### config.mk
export PLATFORM = sky130hd
export DESIGN_NAME = sounder_sequencer_flat
export DESIGN_NICKNAME = d
export VERILOG_FILES = /design/src/rtl/sounder_sequencer_pkg.sv /design/src/rtl/sounder_sequencer_if.sv /design/src/rtl/sounder_cfg_writer.sv /design/src/rtl/sounder_sequencer.sv /design/src/flat_wrapper.sv
export SDC_FILE = /design/constraint.sdc
export NUM_CORES = 1
export LEC_CHECK = 0
export ABC_CLOCK_PERIOD_IN_PS = 8900
export CORE_MARGIN = 10
export CORE_UTILIZATION = 60
export DETAILED_ROUTE_END_ITERATION = 6
export DONT_BUFFER_PORTS = 1
export HOLD_SLACK_MARGIN = 0.15
export PLACE_DENSITY = 0.76
export SLEW_MARGIN = 5
export SYNTH_ARGS = -nofsm -noshare
export SYNTH_HDL_FRONTEND = slang
export SYNTH_HIERARCHICAL = 1
export SYNTH_SLANG_ARGS = --single-unit
### constraint.sdc
create_clock -name clk_i -period 8.9 [get_ports clk_i]
set_input_delay 1.335 -clock clk_i [delete_from_list [all_inputs] [get_ports clk_i]]
set_output_delay 1.335 -clock clk_i [all_outputs]
set_load 0.05 [all_outputs]
### src/rtl/sounder_sequencer_pkg.sv
// Register map, mode masks, state encoding and command helpers shared by the sounder sequencer.
package sounder_sequencer_pkg;

   localparam logic [6:0]  FR_MODE           = 7'd64;
   localparam logic [6:0]  FR_DEGREE         = 7'd65;
   localparam logic [6:0]  FR_AMPL           = 7'd66;

   localparam logic [31:0] BM_FR_MODE_RESET  = 32'h0000_0001;
   localparam logic [31:0] BM_FR_MODE_TX     = 32'h0000_0002;
   localparam logic [31:0] BM_FR_MODE_RX     = 32'h0000_0004;
   localparam logic [31:0] BM_FR_MODE_LP     = 32'h0000_0008;

   typedef enum logic [3:0] {
      ST_IDLE, ST_WR_RST, ST_WR_DEG, ST_WR_AMPL, ST_WR_MODE,
      ST_WR_RUN, ST_RUN, ST_WR_STOP, ST_DONE
   } state_e;

   // mode is {lp,rx,tx}
   function automatic logic [31:0] mode_bits(input logic [2:0] mode);
      mode_bits = (mode[0] ? BM_FR_MODE_TX : 32'd0) |
                  (mode[1] ? BM_FR_MODE_RX : 32'd0) |
                  (mode[2] ? BM_FR_MODE_LP : 32'd0);
   endfunction

   function automatic logic cmd_legal(input logic [5:0] deg, input logic [2:0] mode);
      cmd_legal = (deg >= 6'd2) && (deg <= 6'd16) && (mode[1:0] != 2'b00);
   endfunction

   function automatic logic is_wr_state(input state_e s);
      case (s)
         ST_WR_RST, ST_WR_DEG, ST_WR_AMPL, ST_WR_MODE, ST_WR_RUN, ST_WR_STOP: is_wr_state = 1'b1;
         default: is_wr_state = 1'b0;
      endcase
   endfunction

endpackage

### src/rtl/sounder_sequencer_if.sv
// Serial configuration bus from the sequencer to the sounder core.
interface sounder_sequencer_if;
   logic [6:0]  saddr;
   logic [31:0] sdata;
   logic        s_strobe;

   modport master (output saddr, output sdata, output s_strobe);
   modport slave  (input saddr, input sdata, input s_strobe);
endinterface

### src/rtl/sounder_cfg_writer.sv
// Issues one config write: a 1-cycle strobe, then WR_GAP idle cycles; ack marks the last
// cycle of the write so a back-to-back request is accepted on the same edge.
module sounder_cfg_writer #(
   parameter int unsigned WR_GAP = 2
) (
   input  logic        clk_i,
   input  logic        rst_i,
   input  logic        req_i,
   input  logic [6:0]  addr_i,
   input  logic [31:0] data_i,
   output logic        ack_o,
   sounder_sequencer_if.master cfg
);
   localparam logic [3:0] GAP = 4'(WR_GAP);

   logic        busy_q, busy_d;
   logic        strobe_q, strobe_d;
   logic [3:0]  gap_q, gap_d;
   logic [6:0]  saddr_q, saddr_d;
   logic [31:0] sdata_q, sdata_d;

   assign ack_o        = busy_q && (gap_q == 4'd0);
   assign cfg.saddr    = saddr_q;
   assign cfg.sdata    = sdata_q;
   assign cfg.s_strobe = strobe_q;

   // accept a request when free or finishing, otherwise count down the gap
   always_comb begin
      busy_d   = busy_q;
      strobe_d = 1'b0;
      gap_d    = gap_q;
      saddr_d  = saddr_q;
      sdata_d  = sdata_q;
      if (req_i && (!busy_q || ack_o)) begin
         busy_d   = 1'b1;
         strobe_d = 1'b1;
         gap_d    = GAP;
         saddr_d  = addr_i;
         sdata_d  = data_i;
      end else if (busy_q) begin
         if (gap_q == 4'd0) begin
            busy_d = 1'b0;
         end else begin
            gap_d = gap_q - 4'd1;
         end
      end else begin
         busy_d = 1'b0;
      end
   end

   // writer state registers
   always_ff @(posedge clk_i or posedge rst_i) begin
      if (rst_i) begin
         busy_q   <= 1'b0;
         strobe_q <= 1'b0;
         gap_q    <= 4'd0;
         saddr_q  <= 7'd0;
         sdata_q  <= 32'd0;
      end else begin
         busy_q   <= busy_d;
         strobe_q <= strobe_d;
         gap_q    <= gap_d;
         saddr_q  <= saddr_d;
         sdata_q  <= sdata_d;
      end
   end
endmodule

### src/rtl/sounder_sequencer.sv
// Run-control master: programs the sounder core, counts PN sweeps, parks it in reset.
// Optional RUN watchdog enabled by defining SEQ_TIMEOUT_EN.
module sounder_sequencer
   import sounder_sequencer_pkg::*;
#(
   parameter int unsigned WR_GAP  = 2,
   parameter int unsigned CNT_W   = 16
`ifdef SEQ_TIMEOUT_EN
  ,parameter int unsigned TIMEOUT = 65535
`endif
) (
   input  logic             clk_i,
   input  logic             rst_i,
   input  logic             start_i,
   input  logic             abort_i,
   input  logic [5:0]       degree_i,
   input  logic [13:0]      ampl_i,
   input  logic [2:0]       mode_i,
   input  logic [CNT_W-1:0] nsweeps_i,
   input  logic             tx_strobe_i,
   input  logic             rx_strobe_i,
   sounder_sequencer_if.master cfg,
   output logic             busy_o,
   output logic             done_o,
   output logic             err_o,
   output logic [CNT_W-1:0] sweep_cnt_o
);
   state_e           state_q, state_d;
   logic [5:0]       deg_q, deg_d;
   logic [13:0]      ampl_q, ampl_d;
   logic [2:0]       mode_q, mode_d;
   logic [CNT_W-1:0] nsw_q, nsw_d;
   logic [CNT_W-1:0] sweep_q, sweep_d;
   logic [CNT_W-1:0] strb_q, strb_d;
   logic             err_q, err_d, busy_q, busy_d, done_q, done_d;
   logic             req_s, wr_ack_s, sel_strobe_s;
   logic [16:0]      sweep_last_s;
   logic [6:0]       addr_s;
   logic [31:0]      data_s;
`ifdef SEQ_TIMEOUT_EN
   localparam int unsigned WDOG_W = $clog2(TIMEOUT + 1);
   logic [WDOG_W-1:0] wdog_q, wdog_d;
`endif

   assign sel_strobe_s = mode_q[1] ? rx_strobe_i : tx_strobe_i;
   assign sweep_last_s = (17'd1 << deg_q[4:0]) - 17'd2;
   assign busy_o       = busy_q;
   assign done_o       = done_q;
   assign err_o        = err_q;
   assign sweep_cnt_o  = sweep_q;

   // sequencing FSM next state and run counters; a write state advances only on writer ack
   always_comb begin
      state_d = state_q;
      deg_d   = deg_q;
      ampl_d  = ampl_q;
      mode_d  = mode_q;
      nsw_d   = nsw_q;
      sweep_d = sweep_q;
      strb_d  = strb_q;
      err_d   = err_q;
`ifdef SEQ_TIMEOUT_EN
      wdog_d  = '0;
`endif
      case (state_q)
         ST_IDLE: begin
            if (start_i) begin
               deg_d   = degree_i;
               ampl_d  = ampl_i;
               mode_d  = mode_i;
               nsw_d   = nsweeps_i;
               sweep_d = '0;
               strb_d  = '0;
               err_d   = !cmd_legal(degree_i, mode_i);
               state_d = cmd_legal(degree_i, mode_i) ? ST_WR_RST : ST_DONE;
            end else begin
               state_d = ST_IDLE;
            end
         end
         ST_WR_RST:  if (wr_ack_s) state_d = abort_i ? ST_WR_STOP : ST_WR_DEG;  else state_d = state_q;
         ST_WR_DEG:  if (wr_ack_s) state_d = abort_i ? ST_WR_STOP : ST_WR_AMPL; else state_d = state_q;
         ST_WR_AMPL: if (wr_ack_s) state_d = abort_i ? ST_WR_STOP : ST_WR_MODE; else state_d = state_q;
         ST_WR_MODE: begin
            if (wr_ack_s) begin
               state_d = (abort_i || (nsw_q == '0)) ? ST_WR_STOP : ST_WR_RUN;
            end else begin
               state_d = state_q;
            end
         end
         ST_WR_RUN:  if (wr_ack_s) state_d = abort_i ? ST_WR_STOP : ST_RUN; else state_d = state_q;
         ST_RUN: begin
            if (sel_strobe_s) begin
               if (strb_q == CNT_W'(sweep_last_s)) begin
                  strb_d  = '0;
                  sweep_d = sweep_q + 1'b1;
               end else begin
                  strb_d  = strb_q + 1'b1;
               end
            end else begin
`ifdef SEQ_TIMEOUT_EN
               if (wdog_q == WDOG_W'(TIMEOUT - 1)) begin
                  err_d = 1'b1;
               end else begin
                  wdog_d = wdog_q + 1'b1;
               end
`else
               strb_d = strb_q;
`endif
            end
            if (abort_i || (sweep_d == nsw_q) || (err_d && !err_q)) begin
               state_d = ST_WR_STOP;
            end else begin
               state_d = ST_RUN;
            end
         end
         ST_WR_STOP: if (wr_ack_s) state_d = ST_DONE; else state_d = state_q;
         ST_DONE:    state_d = ST_IDLE;
         default:    state_d = ST_IDLE;
      endcase
      busy_d = (state_d != ST_IDLE) && (state_d != ST_DONE);
      done_d = (state_d == ST_DONE);
   end

   // address/data of the write issued on entry to each write state
   always_comb begin
      addr_s = FR_MODE;
      data_s = BM_FR_MODE_RESET | mode_bits(mode_q);
      case (state_d)
         ST_WR_RST:  data_s = BM_FR_MODE_RESET;
         ST_WR_DEG:  begin addr_s = FR_DEGREE; data_s = {26'd0, deg_q};  end
         ST_WR_AMPL: begin addr_s = FR_AMPL;   data_s = {18'd0, ampl_q}; end
         ST_WR_RUN:  data_s = mode_bits(mode_q);
         default:    data_s = BM_FR_MODE_RESET | mode_bits(mode_q);
      endcase
      req_s = is_wr_state(state_d) && (state_d != state_q);
   end

   // sequencer registers and registered outputs
   always_ff @(posedge clk_i or posedge rst_i) begin
      if (rst_i) begin
         state_q <= ST_IDLE;
         deg_q   <= 6'd0;
         ampl_q  <= 14'd0;
         mode_q  <= 3'd0;
         nsw_q   <= '0;
         sweep_q <= '0;
         strb_q  <= '0;
         err_q   <= 1'b0;
         busy_q  <= 1'b0;
         done_q  <= 1'b0;
`ifdef SEQ_TIMEOUT_EN
         wdog_q  <= '0;
`endif
      end else begin
         state_q <= state_d;
         deg_q   <= deg_d;
         ampl_q  <= ampl_d;
         mode_q  <= mode_d;
         nsw_q   <= nsw_d;
         sweep_q <= sweep_d;
         strb_q  <= strb_d;
         err_q   <= err_d;
         busy_q  <= busy_d;
         done_q  <= done_d;
`ifdef SEQ_TIMEOUT_EN
         wdog_q  <= wdog_d;
`endif
      end
   end

   sounder_cfg_writer #(.WR_GAP(WR_GAP)) u_writer (
      .clk_i  (clk_i),
      .rst_i  (rst_i),
      .req_i  (req_s),
      .addr_i (addr_s),
      .data_i (data_s),
      .ack_o  (wr_ack_s),
      .cfg    (cfg)
   );
endmodule

### src/flat_wrapper.sv
// flat-port wrapper written by rule: the top's interface ports become plain ports
module sounder_sequencer_flat import sounder_sequencer_pkg::*;
#(
   parameter int unsigned WR_GAP  = 2,
   parameter int unsigned CNT_W   = 16

)
  (clk_i, rst_i, start_i, abort_i, degree_i, ampl_i, mode_i, nsweeps_i, tx_strobe_i, rx_strobe_i, busy_o, done_o, err_o, sweep_cnt_o, cfg_saddr, cfg_sdata, cfg_s_strobe);
  sounder_sequencer_if cfg_i ();
  input  logic clk_i;
  input  logic rst_i;
  input  logic start_i;
  input  logic abort_i;
  input  logic [5:0] degree_i;
  input  logic [13:0] ampl_i;
  input  logic [2:0] mode_i;
  input  logic [CNT_W-1:0] nsweeps_i;
  input  logic tx_strobe_i;
  input  logic rx_strobe_i;
  output logic busy_o;
  output logic done_o;
  output logic err_o;
  output logic [CNT_W-1:0] sweep_cnt_o;
  output wire logic [$bits(cfg_i.saddr)-1:0] cfg_saddr;
  output wire logic [$bits(cfg_i.sdata)-1:0] cfg_sdata;
  output wire logic [$bits(cfg_i.s_strobe)-1:0] cfg_s_strobe;
  assign cfg_saddr = cfg_i.saddr;
  assign cfg_sdata = cfg_i.sdata;
  assign cfg_s_strobe = cfg_i.s_strobe;
  sounder_sequencer #(.WR_GAP(WR_GAP), .CNT_W(CNT_W)) u_core (.clk_i(clk_i), .rst_i(rst_i), .start_i(start_i), .abort_i(abort_i), .degree_i(degree_i), .ampl_i(ampl_i), .mode_i(mode_i), .nsweeps_i(nsweeps_i), .tx_strobe_i(tx_strobe_i), .rx_strobe_i(rx_strobe_i), .cfg(cfg_i), .busy_o(busy_o), .done_o(done_o), .err_o(err_o), .sweep_cnt_o(sweep_cnt_o));
endmodule
==> results of run 1 <==
## through the flow
| step | cells | worst slack, ns | area (µm²) | hold slack, ns |
|---|---|---|---|---|
| after floorplan | 862 | 4.080 | 7652 | 0.4417 |
| after global placement | 977 | 2.860 | 7641 | 0.4567 |
| after detailed placement | 977 | 2.618 | 7641 | 0.4629 |
| after CTS | 1009 | 2.564 | 8240 | 0.4768 |
| after global routing | 1009 | 2.033 | 8240 | 0.5072 |
| final | 1009 | 2.423 | 8240 | 0.4785 |
## cell type report
class	count	area, µm²	share of cell area
well taps	168	210.2	0.02551
inverters	24	91.34	0.01108
clock buffers	18	429.2	0.05208
flip-flops and latches	123	3078	0.3735
repair buffers	9	67.56	0.008199
clock inverters	14	170.2	0.02065
multi-input cells	653	4194	0.5090
## registers in the layout, indices dropped and copies added (netlist names)
name and flops:
u_core/ampl_q 14, u_core/busy_o 1, u_core/deg_q 6, u_core/done_o 1
u_core/err_o 1, u_core/mode_q 3, u_core/nsw_q 16, u_core/state_q 4
u_core/strb_q 16, u_core/sweep_cnt_o 16, u_core/u_writer/busy_q 1, u_core/u_writer/cfg.s_strobe 1
u_core/u_writer/cfg.saddr 7, u_core/u_writer/cfg.sdata 32, u_core/u_writer/gap_q 4
## power by group
group / switching, µW / internal, µW
sequential: 515 / 731
clock: 265 / 441
combinational: 553 / 439
## final timing paths
kind,slack (ns),end,from
setup / recovery,2.42,u_core/u_writer/cfg.sdata[23],u_core/deg_q[3]
hold / removal,0.48,u_core/ampl_q[1],u_core/ampl_q[1]
setup reg to reg,2.42,u_core/u_writer/cfg.sdata[23],u_core/deg_q[3]
hold reg to reg,0.48,u_core/ampl_q[1],u_core/ampl_q[1]
max in group asynchronous,7.13,u_core/nsw_q[9],rst_i
min in group asynchronous,0.94,u_core/u_writer/cfg.saddr[3],rst_i
## worst max-delay path: stages (launching register included)
cell and delay [ns]:
sky130_fd_sc_hd__dfrtp_1 0.68, sky130_fd_sc_hd__or2_0 0.48, sky130_fd_sc_hd__or3_1 0.36, sky130_fd_sc_hd__ha_1 0.43, sky130_fd_sc_hd__xnor2_1 0.36, sky130_fd_sc_hd__mux2i_1 0.27
sky130_fd_sc_hd__o2111ai_1 0.15, sky130_fd_sc_hd__a2111oi_2 0.41, sky130_fd_sc_hd__nand4_2 0.28, sky130_fd_sc_hd__nor3_2 0.60, sky130_fd_sc_hd__o2bb2ai_1 0.23, sky130_fd_sc_hd__o2111a_1 0.23
sky130_fd_sc_hd__nand4_2 0.43, sky130_fd_sc_hd__a31oi_1 0.57, sky130_fd_sc_hd__o21ai_4 0.09, sky130_fd_sc_hd__buf_4 0.34, sky130_fd_sc_hd__mux2_4 0.39
## routing by layer
layer  global-route usage  up-vias  wire [µm]
li1                     -     2955          -
met1               0.3071     3095       8963
met2               0.3624      270       9696
met3              0.06059       40       1589
met4              0.07641        0        438
met5                    0        -          0
## cells in the final DEF, fill, tap and decap left out, types with 6 or more instances in the layout
cell	instances
sky130_fd_sc_hd__buf_4	9
sky130_fd_sc_hd__a31oi_1	8
sky130_fd_sc_hd__nor3_1	14
sky130_fd_sc_hd__nand3_1	26
sky130_fd_sc_hd__a21oi_2	9
sky130_fd_sc_hd__inv_1	22
sky130_fd_sc_hd__and2_1	10
sky130_fd_sc_hd__nand3b_1	8
sky130_fd_sc_hd__a21oi_1	30
sky130_fd_sc_hd__and3_1	19
sky130_fd_sc_hd__conb_1	23
sky130_fd_sc_hd__clkbuf_16	17
sky130_fd_sc_hd__nor2_1	25
sky130_fd_sc_hd__o21ai_0	70
sky130_fd_sc_hd__xor2_1	11
sky130_fd_sc_hd__nand4_1	19
sky130_fd_sc_hd__dfrtp_1	123
sky130_fd_sc_hd__o31ai_1	8
sky130_fd_sc_hd__mux2i_1	6
sky130_fd_sc_hd__nor4_1	10
sky130_fd_sc_hd__xnor2_1	17
sky130_fd_sc_hd__nand2_1	167
sky130_fd_sc_hd__mux2_4	39
sky130_fd_sc_hd__nand2b_1	7
sky130_fd_sc_hd__o22ai_1	6
## cell families after synthesis
logic type / after synthesis / share of synthesized area
mux: 49 / 0.09119
simple gates: 346 / 0.2305
flops: 123 / 0.4064
buf+inv: 86 / 0.05105
fa+ha+maj: 7 / 0.01090
compound gates: 200 / 0.1766
xor+xnor: 28 / 0.03238
other cells: 2 / 0.0009916
==> impl_results.rst, run 1 <==
.. list-table::
   :header-rows: 1

   * - Metric
     - Value
   * - Number of global-route vias before repair
     - roughly 6100
   * - Number of nets in the layout
     - 878
   * - Most common cell in the synthesized netlist
     - sky130_fd_sc_hd__nand2_1
   * - Unrepaired setup endpoints after global routing
     - false
   * - Clock Sink Count
     - between 100 and 150
   * - Cell chosen for the clock root
     - sky130_fd_sc_hd__clkbuf_16
   * - Skew final
     - 0.008817 ns
   * - Startpoint class of the critical path
     - flop
   * - VDD IR-drop max
     - 0.0002126 V
   * - Top-Level Pins
     - approximately 100
   * - Critical path type
     - reg -> reg
   * - Port bufs
     - 0
   * - TritonCTS clock tree
     - built
   * - Status
     - finished clean
   * - Number of maximum-capacitance violations
     - 0
   * - Number of diodes added for antenna fixing
     - 0
   * - Maximum number of pins on one net before global-route repair
     - between 70 and 80
   * - Die Height
     - 132.4 µm
   * - FMAX
     - ~150 MHz
   * - Fin crit share
     - 0.7278
   * - Number of synthesized flops with an enable pin
     - 0
   * - Critical path fanouts, max
     - 40
   * - Final setup violating endpoints
     - 0
   * - Worst rel slew slack
     - 0.2540
   * - Fraction of layout instances using a drive strength above 1
     - 0.1332
   * - Number of instances in the synthesized netlist
     - 841
   * - Number of rows created at floorplan
     - 40
   * - Async SR Flop Fraction
     - 1.000
   * - Share of the yosys chip area belonging to registers
     - 0.4064
   * - Clk_lat worst skew
     - between 0.4 and 0.5 ns
   * - Aggregate negative setup slack
     - 0 ns
   * - Antenna violations before repair
     - 0
   * - Fillers
     - between 900 and 1000
   * - Area share of the largest cell type after synthesis
     - 0.4064
   * - Endpoint class of the critical path
     - flop
   * - Number of antenna-violating nets in the routed design
     - 0
   * - Aggregate global-route resource usage
     - 0.2326
   * - DIE WIDTH
     - between 100 and 150 µm
   * - Die outline area
     - 17520 µm²
   * - Initial drt markers
     - between 800 and 900
   * - Setup Fix Bufs, Post-CTS
     - 0
   * - Maximum buffer depth of the clock tree
     - 2
   * - Synthesized area
     - 7574 µm²
   * - RePlAce Congestion
     - about 0.96
   * - H-Tree Level Count
     - 4
   * - Fin crit period
     - 6.477 ns
   * - CP Data Arrival Time
     - between 6 and 7 ns
   * - Floorplan Core Area
     - 12160 µm²
   * - Cts-stage hold buffer count
     - 0
   * - Placed wire-length estimate after detailed placement
     - approximately 14 mm
   * - Cell types with the highest counts after synthesis
     - sky130_fd_sc_hd__nand2_1 (167), sky130_fd_sc_hd__dfrtp_1 (123), sky130_fd_sc_hd__o21ai_0 (70)
   * - Total overflow reported by the global router
     - 0
   * - Worst-Margin Slew
     - ~1.1 ns
   * - Wire length reported by the detailed router
     - a little over 20 mm
   * - Hold Path Class
     - reg -> reg
   * - Hold violation count in the final report
     - 0
   * - Average wire per cell in the routed design
     - around 21 µm
   * - Layout overhead on the synthesized area
     - 8.806%
   * - Via count of the routed design
     - 6360
   * - Reported leakage power
     - around 0.0037 µW
   * - Final slew viol count
     - 0
   * - Remaining routing DRC violations
     - 0
   * - Depth of the worst hold-timing path
     - 2
   * - YS warnings
     - 6
   * - Number of cell instances on the worst register-to-register path
     - 16
   * - Mean Syn Cell Area
     - roughly 9 µm²
   * - Critical path required time
     - a little over 9 ns
   * - TritonCTS buffer count
     - 17
   * - Starting utilization of the core area
     - 0.6227
   * - Power, Total
     - slightly below 3000 µW
   * - Power per cell area
     - approximately 360 nW/µm²
   * - Clock edge transition at the registers on the reported setup and hold paths
     - roughly 0.060 ns
   * - Ranking of synthesized cells by area
     - sky130_fd_sc_hd__dfrtp_1 (41%), sky130_fd_sc_hd__nand2_1 (8.3%), sky130_fd_sc_hd__mux2_4 (7.7%), sky130_fd_sc_hd__o21ai_0 (4.6%), sky130_fd_sc_hd__clkbuf_1 (2.2%)
   * - Most used flip-flop cell after synthesis
     - sky130_fd_sc_hd__dfrtp_1
   * - Post_cts resized
     - 0
   * - Post-synthesis cell type with the largest combined area
     - sky130_fd_sc_hd__dfrtp_1
   * - Post-synthesis cell type count
     - 86
   * - Wire length of the first global-routing pass
     - 33.55 mm
   * - Core Util, Final
     - 0.6776
   * - Via-per-instance ratio
     - 6.303
   * - Number of iterations in the first detailed-routing pass
     - 5
   * - Flop and latch count out of synthesis
     - between 100 and 150
Note: power is estimated with default switching activity, not from simulation.
==> run 2, diff against run 1 <==
--- a/config.mk
+++ b/config.mk
@@ -5,7 +5,8 @@
 export SDC_FILE = /design/constraint.sdc
 export NUM_CORES = 1
 export LEC_CHECK = 0
-export ABC_CLOCK_PERIOD_IN_PS = 8900
+export ABC_AREA = 1
+export ABC_CLOCK_PERIOD_IN_PS = 6000
 export CORE_MARGIN = 10
 export CORE_UTILIZATION = 60
 export DETAILED_ROUTE_END_ITERATION = 6
==> constraint.sdc (replaced) <==
create_clock -name clk_i -period 6 [get_ports clk_i]
set_input_delay 0.9 -clock clk_i [delete_from_list [all_inputs] [get_ports clk_i]]
set_output_delay 0.9 -clock clk_i [all_outputs]
set_load 0.05 [all_outputs]
==> run 2 against run 1 <==
Effect of this change: first-iteration DRC count down 35%; area after synthesis shrank 3.6%; flip-flop and latch count is the same; die area fell by 3.1%; synthesized cell count is 20% higher; via count increased by 2.6%; critical path type unchanged; largest cell class unchanged; highest routed layer unchanged.
==> impl_results.rst, run 2 <==
.. list-table::
   :header-rows: 1

   * - Metric
     - Value
   * - RePlAce Congestion
     - 0.9997 (was 0.9639)
   * - Endpoint class of the critical path
     - flop (unchanged)
   * - Number of instances in the placed design
     - 1152 (was 977)
   * - Total overflow reported by the global router
     - 0 (unchanged)
   * - Library cell appearing most often on the critical path
     - sky130_fd_sc_hd__nand2_1 (was sky130_fd_sc_hd__nand4_2)
   * - Via count of the routed design
     - 6527 (was 6360)
   * - Cell Area, Placed
     - 7412 µm² (was 7641 µm²)
   * - TritonCTS clock tree
     - built (unchanged)
   * - Top-Level Pins
     - 104 (unchanged)
   * - Port bufs
     - 0 (unchanged)
   * - Worst setup slack for register-to-register paths
     - 1.10 ns (was 2.42 ns)
   * - Post-placement setup slack
     - 1.184 ns (was 2.618 ns)
   * - Number of antenna-violating nets in the routed design
     - 0 (unchanged)
   * - Critical path type
     - reg -> reg (unchanged)
   * - Status
     - finished clean (unchanged)
   * - TritonCTS buffer count
     - 17 (unchanged)
   * - Startpoint class of the critical path
     - flop (unchanged)
   * - Remaining routing DRC violations
     - 0 (unchanged)
   * - Floorplan Core Area
     - 11960 µm² (was 12160 µm²)
   * - Hold violation count in the final report
     - 0 (unchanged)
   * - Fin crit period
     - 4.903 ns (was 6.477 ns)
   * - Critical path fanouts, max
     - 41 (was 40)
   * - Hold Path Class
     - reg -> reg (unchanged)
   * - Max FFs per register
     - 32 (unchanged)
   * - Placed wire-length estimate after detailed placement
     - 13.58 mm (was 14.43 mm)
   * - Wire length reported by the detailed router
     - 19.02 mm (was 20.69 mm)
   * - Via-per-instance ratio
     - 5.513 (was 6.303)
   * - YS warnings
     - 6 (unchanged)
   * - Most frequent standard cell in the layout excluding fill and tap cells
     - sky130_fd_sc_hd__nand2_1 (unchanged)
   * - Die outline area
     - 16980 µm² (was 17520 µm²)
   * - Fin crit share
     - 0.8171 (was 0.7278)
   * - Post-layout instance area
     - 8030 µm² (was 8240 µm²)
   * - Setup Fix Bufs, Post-CTS
     - 0 (unchanged)
   * - VDD IR-drop max
     - 0.0003280 V (was 0.0002126 V)
   * - Cts-stage hold buffer count
     - 0 (unchanged)
   * - Starting utilization of the core area
     - 0.6103 (was 0.6227)
   * - Depth of the worst hold-timing path
     - 2 (unchanged)
   * - Maximum buffer depth of the clock tree
     - 2 (unchanged)
   * - Antenna violations before repair
     - 0 (unchanged)
   * - Aggregate global-route resource usage
     - 0.2336 (was 0.2326)
   * - Skew final
     - 0.01243 ns (was 0.008817 ns)
   * - Most used flip-flop cell after synthesis
     - sky130_fd_sc_hd__dfrtp_1 (unchanged)
   * - Area share of the largest cell type after synthesis
     - 0.4217 (was 0.4064)
   * - Post-synthesis cell type count
     - 45 (was 86)
   * - Average wire per cell in the routed design
     - 16.06 µm (was 20.50 µm)
   * - Layout overhead on the synthesized area
     - 10.01% (was 8.806%)
   * - Async SR Flop Fraction
     - 1.000 (unchanged)
   * - Synthesized area
     - 7300 µm² (was 7574 µm²)
   * - Number of cell instances on the worst register-to-register path
     - 29 (was 16)
   * - Initial drt markers
     - 586 (was 897)
   * - Post_cts resized
     - 0 (unchanged)
   * - Aggregate negative setup slack
     - 0 ns (unchanged)
   * - Worst rel slew slack
     - 0.3316 (was 0.2540)
   * - Clk_lat worst skew
     - 0.43 ns (was 0.42 ns)
   * - FMAX
     - 204.0 MHz (was 154.4 MHz)
   * - Slowest Stage Delay on Critical Path
     - 0.65 ns (was 0.68 ns)
   * - Final slew viol count
     - 0 (unchanged)
   * - Number of instances in the synthesized netlist
     - 1007 (was 841)
   * - Post-synthesis cell type with the largest combined area
     - sky130_fd_sc_hd__dfrtp_1 (unchanged)
   * - Power per cell area
     - 517.8 nW/µm² (was 357.3 nW/µm²)
   * - Final setup violating endpoints
     - 0 (unchanged)
   * - Cell chosen for the clock root
     - sky130_fd_sc_hd__clkbuf_16 (unchanged)
   * - Commonest cells after routing, fill and taps aside
     - sky130_fd_sc_hd__nand2_1 (383), sky130_fd_sc_hd__dfrtp_1 (123), sky130_fd_sc_hd__inv_1 (108), sky130_fd_sc_hd__nand3_1 (77), sky130_fd_sc_hd__nor2_1 (66) (was sky130_fd_sc_hd__nand2_1 (167), sky130_fd_sc_hd__dfrtp_1 (123), sky130_fd_sc_hd__o21ai_0 (70), sky130_fd_sc_hd__mux2_4 (39), sky130_fd_sc_hd__a21oi_1 (30))
   * - Flop and latch count out of synthesis
     - 123 (unchanged)
   * - Share of the yosys chip area belonging to registers
     - 0.4217 (was 0.4064)
   * - Ranking of synthesized cells by area
     - sky130_fd_sc_hd__dfrtp_1 (42%), sky130_fd_sc_hd__nand2_1 (20%), sky130_fd_sc_hd__inv_1 (5.7%), sky130_fd_sc_hd__nand3_1 (5.3%), sky130_fd_sc_hd__nor2_1 (3.4%) (was sky130_fd_sc_hd__dfrtp_1 (41%), sky130_fd_sc_hd__nand2_1 (8.3%), sky130_fd_sc_hd__mux2_4 (7.7%), sky130_fd_sc_hd__o21ai_0 (4.6%), sky130_fd_sc_hd__clkbuf_1 (2.2%))
   * - Most common cell in the synthesized netlist
     - sky130_fd_sc_hd__nand2_1 (unchanged)
   * - Origin of the worst min-delay path
     - u_core/ampl_q[4] (was u_core/ampl_q[1])
   * - Number of maximum-capacitance violations
     - 0 (unchanged)
   * - Number of rows created at floorplan
     - 40 (unchanged)
   * - Number of diodes added for antenna fixing
     - 0 (unchanged)
   * - Destination of the worst hold path
     - u_core/ampl_q[4] (was u_core/ampl_q[1])
   * - Worst-Margin Slew
     - 1.003 ns (was 1.107 ns)
   * - Number of global-route vias before repair
     - 6426 (was 6129)
   * - FF-to-FF End
     - u_core/u_writer/cfg.sdata[5] (was u_core/u_writer/cfg.sdata[23])
   * - H-Tree Level Count
     - 4 (unchanged)
   * - Worst r2r src
     - u_core/deg_q[0] (was u_core/deg_q[3])
   * - Reported leakage power
     - 0.004108 µW (was 0.003723 µW)
   * - Worst setup slack after layout
     - 1.097 ns (was 2.423 ns)
   * - DIE WIDTH
     - 130.3 µm (was 132.4 µm)
   * - Cell types with the highest counts after synthesis
     - sky130_fd_sc_hd__nand2_1 (383), sky130_fd_sc_hd__dfrtp_1 (123), sky130_fd_sc_hd__inv_1 (111) (was sky130_fd_sc_hd__nand2_1 (167), sky130_fd_sc_hd__dfrtp_1 (123), sky130_fd_sc_hd__o21ai_0 (70))
   * - Critical path required time
     - 6.36 ns (was 9.20 ns)
   * - Wire length of the first global-routing pass
     - 31.43 mm (was 33.55 mm)
   * - Number of synthesized flops with an enable pin
     - 0 (unchanged)
   * - Unrepaired setup endpoints after global routing
     - false (unchanged)
   * - Fraction of layout instances using a drive strength above 1
     - 0.09257 (was 0.1332)
   * - CP max-delay cell
     - sky130_fd_sc_hd__dfrtp_1 (unchanged)
   * - Clock edge transition at the registers on the reported setup and hold paths
     - 0.06 ns (about the same)
   * - Clock Sink Count
     - 123 (unchanged)
   * - Maximum number of pins on one net before global-route repair
     - 79 (unchanged)
   * - Number of iterations in the first detailed-routing pass
     - 5 (unchanged)
   * - CP Data Arrival Time
     - 5.26 ns (was 6.78 ns)
   * - Mean Syn Cell Area
     - 7.249 µm² (was 9.005 µm²)
   * - Number of nets in the layout
     - 1074 (was 878)
   * - Die Height
     - 130.3 µm (was 132.4 µm)
   * - Count of placed standard cells in the final layout, fillers left out
     - 1184 (was 1009)
[run 2: cell types whose count changed after synthesis, moves of 15 or more]
cell / change
sky130_fd_sc_hd__mux2_4: -39
sky130_fd_sc_hd__inv_1: +87
sky130_fd_sc_hd__o21ai_0: -23
sky130_fd_sc_hd__nor2_1: +41
sky130_fd_sc_hd__nand3_1: +51
sky130_fd_sc_hd__nand2_1: +216
sky130_fd_sc_hd__clkbuf_1: -34
sky130_fd_sc_hd__nand2_2: +15
sky130_fd_sc_hd__xnor2_1: -15
sky130_fd_sc_hd__and3_1: -19
sky130_fd_sc_hd__o22ai_1: +15
sky130_fd_sc_hd__a21oi_1: -25
[run 2: worst max path at each step]
stage	from	end	slack (ns)	cells past startpoint
2_1_floorplan	u_core/deg_q[1]	u_core/u_writer/cfg.sdata[0]	2.39	31
3_3_place_gp	u_core/deg_q[0]	u_core/u_writer/cfg.sdata[1]	1.32	29
3_5_place_dp	u_core/deg_q[0]	u_core/u_writer/cfg.sdata[5]	1.18	29
4_1_cts	u_core/deg_q[0]	u_core/u_writer/cfg.sdata[2]	1.17	29
5_1_grt	u_core/deg_q[0]	u_core/u_writer/cfg.sdata[6]	0.56	32
6_report	u_core/deg_q[0]	u_core/u_writer/cfg.sdata[5]	1.10	29
[run 2: area by class of cell]
type | instances | area (µm²)
well taps | 147 | 183.9
inverters | 125 | 478.0
fillers | 1022 | 3931
clock buffers | 20 | 456.7
repair buffers | 4 | 30.03
multi-input cells | 753 | 3642
clock inverters | 12 | 161.4
flip-flops and latches | 123 | 3078
[run 2: logic make-up (layout without fill, tap and decap cells)]
family	after synthesis	count (layout)	share of synthesized area
flops	123	123	0.4217
simple gates	613	613	0.3749
xor+xnor	24	24	0.03445
compound gates	88	88	0.06925
fa+ha+maj	5	5	0.008570
other cells	2	23	0.001029
buf+inv	152	161	0.09016
[run 2: critical path: cells and delay by family, from the launching register on]
family | cells | cell delay [ns]
AOI/OAI and AO/OA | 1 | 0.16
and+or+nand+nor | 24 | 2.85
DFF | 1 | 0.65
adders and majority gates | 1 | 0.25
buffers and inverters | 2 | 0.51
xor gates and xnor gates | 1 | 0.39
[run 2: metal layers]
| metal | track usage | wire [µm] | vias up |
|---|---|---|---|
| li1 | - | - | 3214 |
| met1 | 0.2922 | 8098 | 3038 |
| met2 | 0.3721 | 8937 | 236 |
| met3 | 0.07789 | 1563 | 39 |
| met4 | 0.07804 | 419 | 0 |
| met5 | 0 | 0 | - |
[run 2: power by group]
| group | switching [µW] | internal (µW) |
|---|---|---|
| registers | 555 | 1080 |
| logic | 1000 | 453 |
| clock network | 395 | 679 |
[run 2: per-stage QoR]
stage / hold slack [ns] / utilization / power (µW)
after floorplan: 0.4492 / - / 2781
after global placement: 0.4628 / 0.6197 / 3035
after detailed placement: 0.4659 / 0.6197 / 3068
after CTS: 0.4815 / 0.6713 / 4157
after global routing: 0.5179 / 0.6713 / 4453
final: 0.4796 / 0.6713 / 4158
